$ cat src/rtl/clock_gate_pkg.sv
// Shared types and constants for the clock-gating controller and its channels.
package clock_gate_pkg;

  typedef enum logic [1:0] {
    CG_OFF,
    CG_WAKE,
    CG_ON,
    CG_IDLE
  } cg_state_t;

  localparam int unsigned WAKE_CNT_W = 4;

endpackage

$ cat src/rtl/clock_gate_ch.sv
// One gated-clock channel: OFF/WAKE/ON/IDLE FSM with wake and idle counters.
module clock_gate_ch
  import clock_gate_pkg::*;
#(
  parameter int unsigned IDLE_W   = 8,
  parameter int unsigned WAKE_CYC = 2
) (
  input  logic              clk,
  input  logic              rst,
  input  logic              active,
  input  logic [IDLE_W-1:0] idle_thr,
  output logic              en,
  output logic              ack
);

  localparam logic [WAKE_CNT_W-1:0] WAKE_LAST = WAKE_CNT_W'(WAKE_CYC - 1);

  cg_state_t             state, state_n;
  logic [WAKE_CNT_W-1:0] wake_cnt, wake_cnt_n;
  logic [IDLE_W-1:0]     idle_cnt, idle_cnt_n;

  always_ff @(posedge clk) begin
    if (rst) begin
      state    <= CG_OFF;
      wake_cnt <= '0;
      idle_cnt <= '0;
    end else begin
      state    <= state_n;
      wake_cnt <= wake_cnt_n;
      idle_cnt <= idle_cnt_n;
    end
  end

  always_comb begin
    state_n    = state;
    wake_cnt_n = '0;
    idle_cnt_n = '0;
    unique case (state)
      CG_OFF: begin
        if (active) state_n = CG_WAKE;
      end
      // Wake runs to completion regardless of further activity.
      CG_WAKE: begin
        if (wake_cnt == WAKE_LAST) state_n = CG_ON;
        else                       wake_cnt_n = wake_cnt + 1'b1;
      end
      CG_ON: begin
        if (!active) begin
          if (idle_thr == '0) begin
            state_n = CG_OFF;
          end else begin
            state_n    = CG_IDLE;
            idle_cnt_n = IDLE_W'(1);
          end
        end
      end
      CG_IDLE: begin
        if (active) begin
          state_n = CG_ON;
        end else if (idle_cnt >= idle_thr) begin
          state_n = CG_OFF;
        end else begin
          idle_cnt_n = (idle_cnt == '1) ? idle_cnt : idle_cnt + 1'b1;
        end
      end
      default: state_n = CG_OFF;
    endcase
  end

  assign en  = (state != CG_OFF);
  assign ack = (state == CG_ON) || (state == CG_IDLE);

endmodule

$ cat src/rtl/clock_gate_ctrl.sv
// Multi-channel clock-gate controller: one independent channel FSM per gating cell.
module clock_gate_ctrl
  import clock_gate_pkg::*;
#(
  parameter int unsigned N_CH     = 4,
  parameter int unsigned IDLE_W   = 8,
  parameter int unsigned WAKE_CYC = 2
) (
  input  logic              clk_i,
  input  logic              rst_i,
  input  logic              test_en_i,
  input  logic [N_CH-1:0]   cfg_auto_i,
  input  logic [N_CH-1:0]   cfg_force_on_i,
  input  logic [IDLE_W-1:0] cfg_idle_thr_i,
  input  logic [N_CH-1:0]   req_i,
  input  logic [N_CH-1:0]   busy_i,
  output logic [N_CH-1:0]   en_o,
  output logic [N_CH-1:0]   ack_o,
  output logic              any_on_o
);

  logic [N_CH-1:0] active;
  logic [N_CH-1:0] state_en;

  assign active = req_i | busy_i | cfg_force_on_i | ~cfg_auto_i;

  for (genvar g = 0; g < N_CH; g++) begin : g_ch
    clock_gate_ch #(
      .IDLE_W   (IDLE_W),
      .WAKE_CYC (WAKE_CYC)
    ) u_ch (
      .clk      (clk_i),
      .rst      (rst_i),
      .active   (active[g]),
      .idle_thr (cfg_idle_thr_i),
      .en       (state_en[g]),
      .ack      (ack_o[g])
    );
  end

  // Test override only touches the output, never channel state.
  assign en_o     = state_en | {N_CH{test_en_i}};
  assign any_on_o = |state_en;

endmodule

$ cat config.mk
export PLATFORM = sky130hd
export DESIGN_NAME = clock_gate_ctrl
export DESIGN_NICKNAME = d
export VERILOG_FILES = /design/src/rtl/clock_gate_pkg.sv /design/src/rtl/clock_gate_ch.sv /design/src/rtl/clock_gate_ctrl.sv
export SDC_FILE = /design/constraint.sdc
export NUM_CORES = 1
export LEC_CHECK = 0
export CORE_UTILIZATION = 52
export DETAILED_ROUTE_END_ITERATION = 10
export PLACE_DENSITY = 0.77
export SLEW_MARGIN = 20
export SYNTH_ARGS = -nofsm -noshare
export SYNTH_HDL_FRONTEND = slang
export SYNTH_SLANG_ARGS = --single-unit
$ cat constraint.sdc
create_clock -name clk_i -period 1.9 [get_ports clk_i]
set_input_delay 0.38 -clock clk_i [delete_from_list [all_inputs] [get_ports clk_i]]
set_output_delay 0.38 -clock clk_i [all_outputs]
set_load 0.02 [all_outputs]
==> metrics <==
Critical Path End Type=flip-flop; pin count of the biggest net entering global routing=18; dominant cell type by area after synthesis=dfxtp_1; CTS sink cnt=56; Post-synth EDFFs=0; CTS H-tree lvls=2; WL/cell=14.9 um; Yosys Warn Count=0; final setup margin=0.00350 ns; first-pass detailed-route iteration total=8; Worst-Skew Late Latency=0.31 ns; Synth Cell Area=0.00353 sq mm; first-pass GRT wire length=13.4 mm; die height=84.4 um; GP Congestion=0.854; post-synthesis sequential area ratio=31.8%; drc violations=2; Total Routing Usage GR=23.4%; hold depth=1; clock power share=27.4%; Worst slew margin=71.9%; post-layout min period=1.90 ns; fraction of layout cells with a size suffix above 1=23.6%; via count=3136; I/O Buffers=35; Net Sw Frac=28.6%; nets=549; violated checks=design-rule violations; final core utilization=70.2%; multi-input gate area in the final layout=0.00249 sq mm; Hold Path End=g_ch[2].u_ch.wake_cnt[0]; R2R depth=6; remaining antenna violation count after routing=0; FF-to-FF End=g_ch[0].u_ch.idle_cnt[6]; Max clock buf depth=2; core box area=0.00646 sq mm; # diodes=0; final setup fails=0; 1st-iter DRT viols=172; CTS Buf Count=5; commonest non-fill, non-tap cell in the layout=nor2_1; Setup crit start kind=primary input; Worst Tran Pin Value=0.418 ns; Final Hold Violating Endpoints=0; dpl hpwl=6.00 mm; Worst Hold Class=reg -> reg; clk root buf=clkbuf_8; peak supply drop=359 uV; worst slack at placement=-0.658 ns; max frequency=527 MHz; fin cells=556; Setup CP Type=in -> reg; maxcap violations=0; CP max FO=3; post-synthesis async set-or-reset flop share=0%; CTS tree=yes; initial antenna violation count=0; gr ovfl total=0; Filler cells=510; Sequential Area=0.00113 sq mm; Die ar.=0.00712 sq mm; syn_area_per_cell=8.53 sq um; effective utilization at floorplan=54.6%; met3 Track Usage GR=4.62%; Net Sw Power=0.688 mW; cell-internal power=1.72 mW; Pwr Density=531 mW/mm^2; Post-Syn Nets=485; worst reg2reg startpoint=g_ch[0].u_ch.idle_cnt[2]; Die Wd=84.4 um; power share of the sequential group=52.3%; M2 GR Usage=38.9%; drt total wl=8.29 mm; Arr. time, crit path=2.14 ns; num ports=36; vias per cell=5.64; clk_skew=0.0109 ns; most area-consuming cells after synthesis=dfxtp_1 (32%), ha_1 (16%), nor2_1 (7.1%); Leak=1.77 nW; Std-Cell Rows=29; Max Slew Vio Count=0; Final Cycle Share=99.8%; Required @ worst endpoint=2.14 ns; Yosys reg bits=56; proportion of power drawn by combinational gates=20.3%; met1 Usage GRT=31.4%; post-placement cell count=543; HP Start=g_ch[2].u_ch.wake_cnt[0]; Layout area overhead=28.4%; status=complete, but fails checks; post-synthesis cell count=414; Main synth FF type=dfxtp_1; Cell variety after synth=53; Worst-path clk slew=0.10 ns; most frequent cells in the layout=nor2_1 (66), dfxtp_1 (47), buf_4 (34); FF-to-FF setup slack=0.08 ns; global route hottest layer=met2; vias in the first global route=2928; share of the synthesized area in the top cell type=31.8%; power consumption=2.41 mW
==> final cells by class <==
| type | instances | share of cell area [%] |
|---|---|---|
| multi-input combinational | 324 | 55.0 |
| timing repair buffer | 71 | 14.2 |
| inverter | 20 | 1.77 |
| clock buffer | 6 | 1.60 |
| tap | 77 | 2.13 |
| clock inverter | 2 | 0.304 |
| sequential | 56 | 25.0 |
==> state kept, by name, summed over array words and instances (netlist names) <==
signal and cells:
g_ch.u_ch.wake_cnt 16, g_ch.u_ch.state 8, g_ch.u_ch.idle_cnt 32
==> synth_stat cells (2+ instances only) <==
cell,number
nor2_1,67
dfxtp_1,56
ha_1,44
nand2_1,32
inv_1,20
nand3_1,17
a211oi_1,16
a21oi_1,15
o21ai_0,14
nor3_1,12
mux2i_1,9
clkbuf_1,8
nor2b_1,8
xnor2_1,8
nand4_1,7
or3_1,7
nand2b_1,6
xor2_1,6
and3_1,5
a31oi_1,4
buf_4,4
and2_1,3
nor3_2,3
nor3b_1,3
nor4_1,3
nor4b_2,3
a2111oi_4,2
a211o_1,2
and4_1,2
nor4b_4,2
o21a_1,2
or2b_2,2
or4_1,2
==> how the worst max path moves through the flow <==
stage                             startpoint                        to  slack, ns
floorplan                  cfg_idle_thr_i[2]  g_ch[0].u_ch.idle_cnt[2]      0.009
global placement           cfg_idle_thr_i[0]  g_ch[2].u_ch.idle_cnt[4]      -0.59
detailed placement         cfg_idle_thr_i[2]  g_ch[1].u_ch.idle_cnt[5]      -0.66
CTS                 g_ch[2].u_ch.idle_cnt[0]  g_ch[2].u_ch.idle_cnt[2]      0.008
global route                        req_i[3]  g_ch[3].u_ch.idle_cnt[2]      -0.03
finish                         cfg_auto_i[1]  g_ch[1].u_ch.idle_cnt[0]      0.004
==> worst max-delay path, cell delays in order <==
cell	delay, ns
clkdlybuf4s50_1	0.54
nor4b_4	0.26
nand2_2	0.12
a2111oi_4	0.46
buf_4	0.19
a21oi_1	0.05
nor2_1	0.13
==> metal layers <==
metal	up-vias	routed length [um]
met5	-	0
met4	0	87
met3	9	371
met2	72	3960
met1	1463	3880
li1	1592	-
==> what timing repair did <==
| item | 4_1_cts | 5_1_grt |
|---|---|---|
| hold buffers | 0 | 0 |
| buffers inserted | 3 | 3 |
| hold endpoints to repair | 0 | 0 |
| resized for setup | 47 | 30 |
| pin swaps | 18 | 14 |
| setup endpoints to repair | 45 | 36 |
==> power by group through the flow <==
| stage | sequential (mW) | clock (mW) | combinational [mW] |
|---|---|---|---|
| 4_1_cts | 1.26 | 0.673 | 0.466 |
| 3_3_place_gp | 1.29 | 0 | 0.451 |
| 2_1_floorplan | 1.27 | 0 | 0.285 |
| 5_1_grt | 1.27 | 0.723 | 0.533 |
| 6_report | 1.26 | 0.659 | 0.490 |
| 3_5_place_dp | 1.29 | 0 | 0.462 |
==> through the flow <==
step	area [sq um]	setup TNS [ns]	hold WS, ns
floorplan	3530	0	0.433
global placement	4150	-20.72	0.445
detailed placement	4150	-22.77	0.457
CTS	4390	0	0.482
global route	4530	-0.0598	0.502
finish	4530	0	0.476
==> cells by family (layout without fill, tap and decap cells) <==
logic type	count (synthesis)	after routing	share of synthesized area, %
buffers and inverters	34	99	4.36
AOI/OAI and AO/OA	68	68	14.0
DFF	56	56	31.8
muxes	9	9	2.55
and+or+nand+nor	189	189	28.3
xor gates and xnor gates	14	14	3.47
adders and majority gates	44	44	15.6
Note: power is estimated with default switching activity, not from simulation.
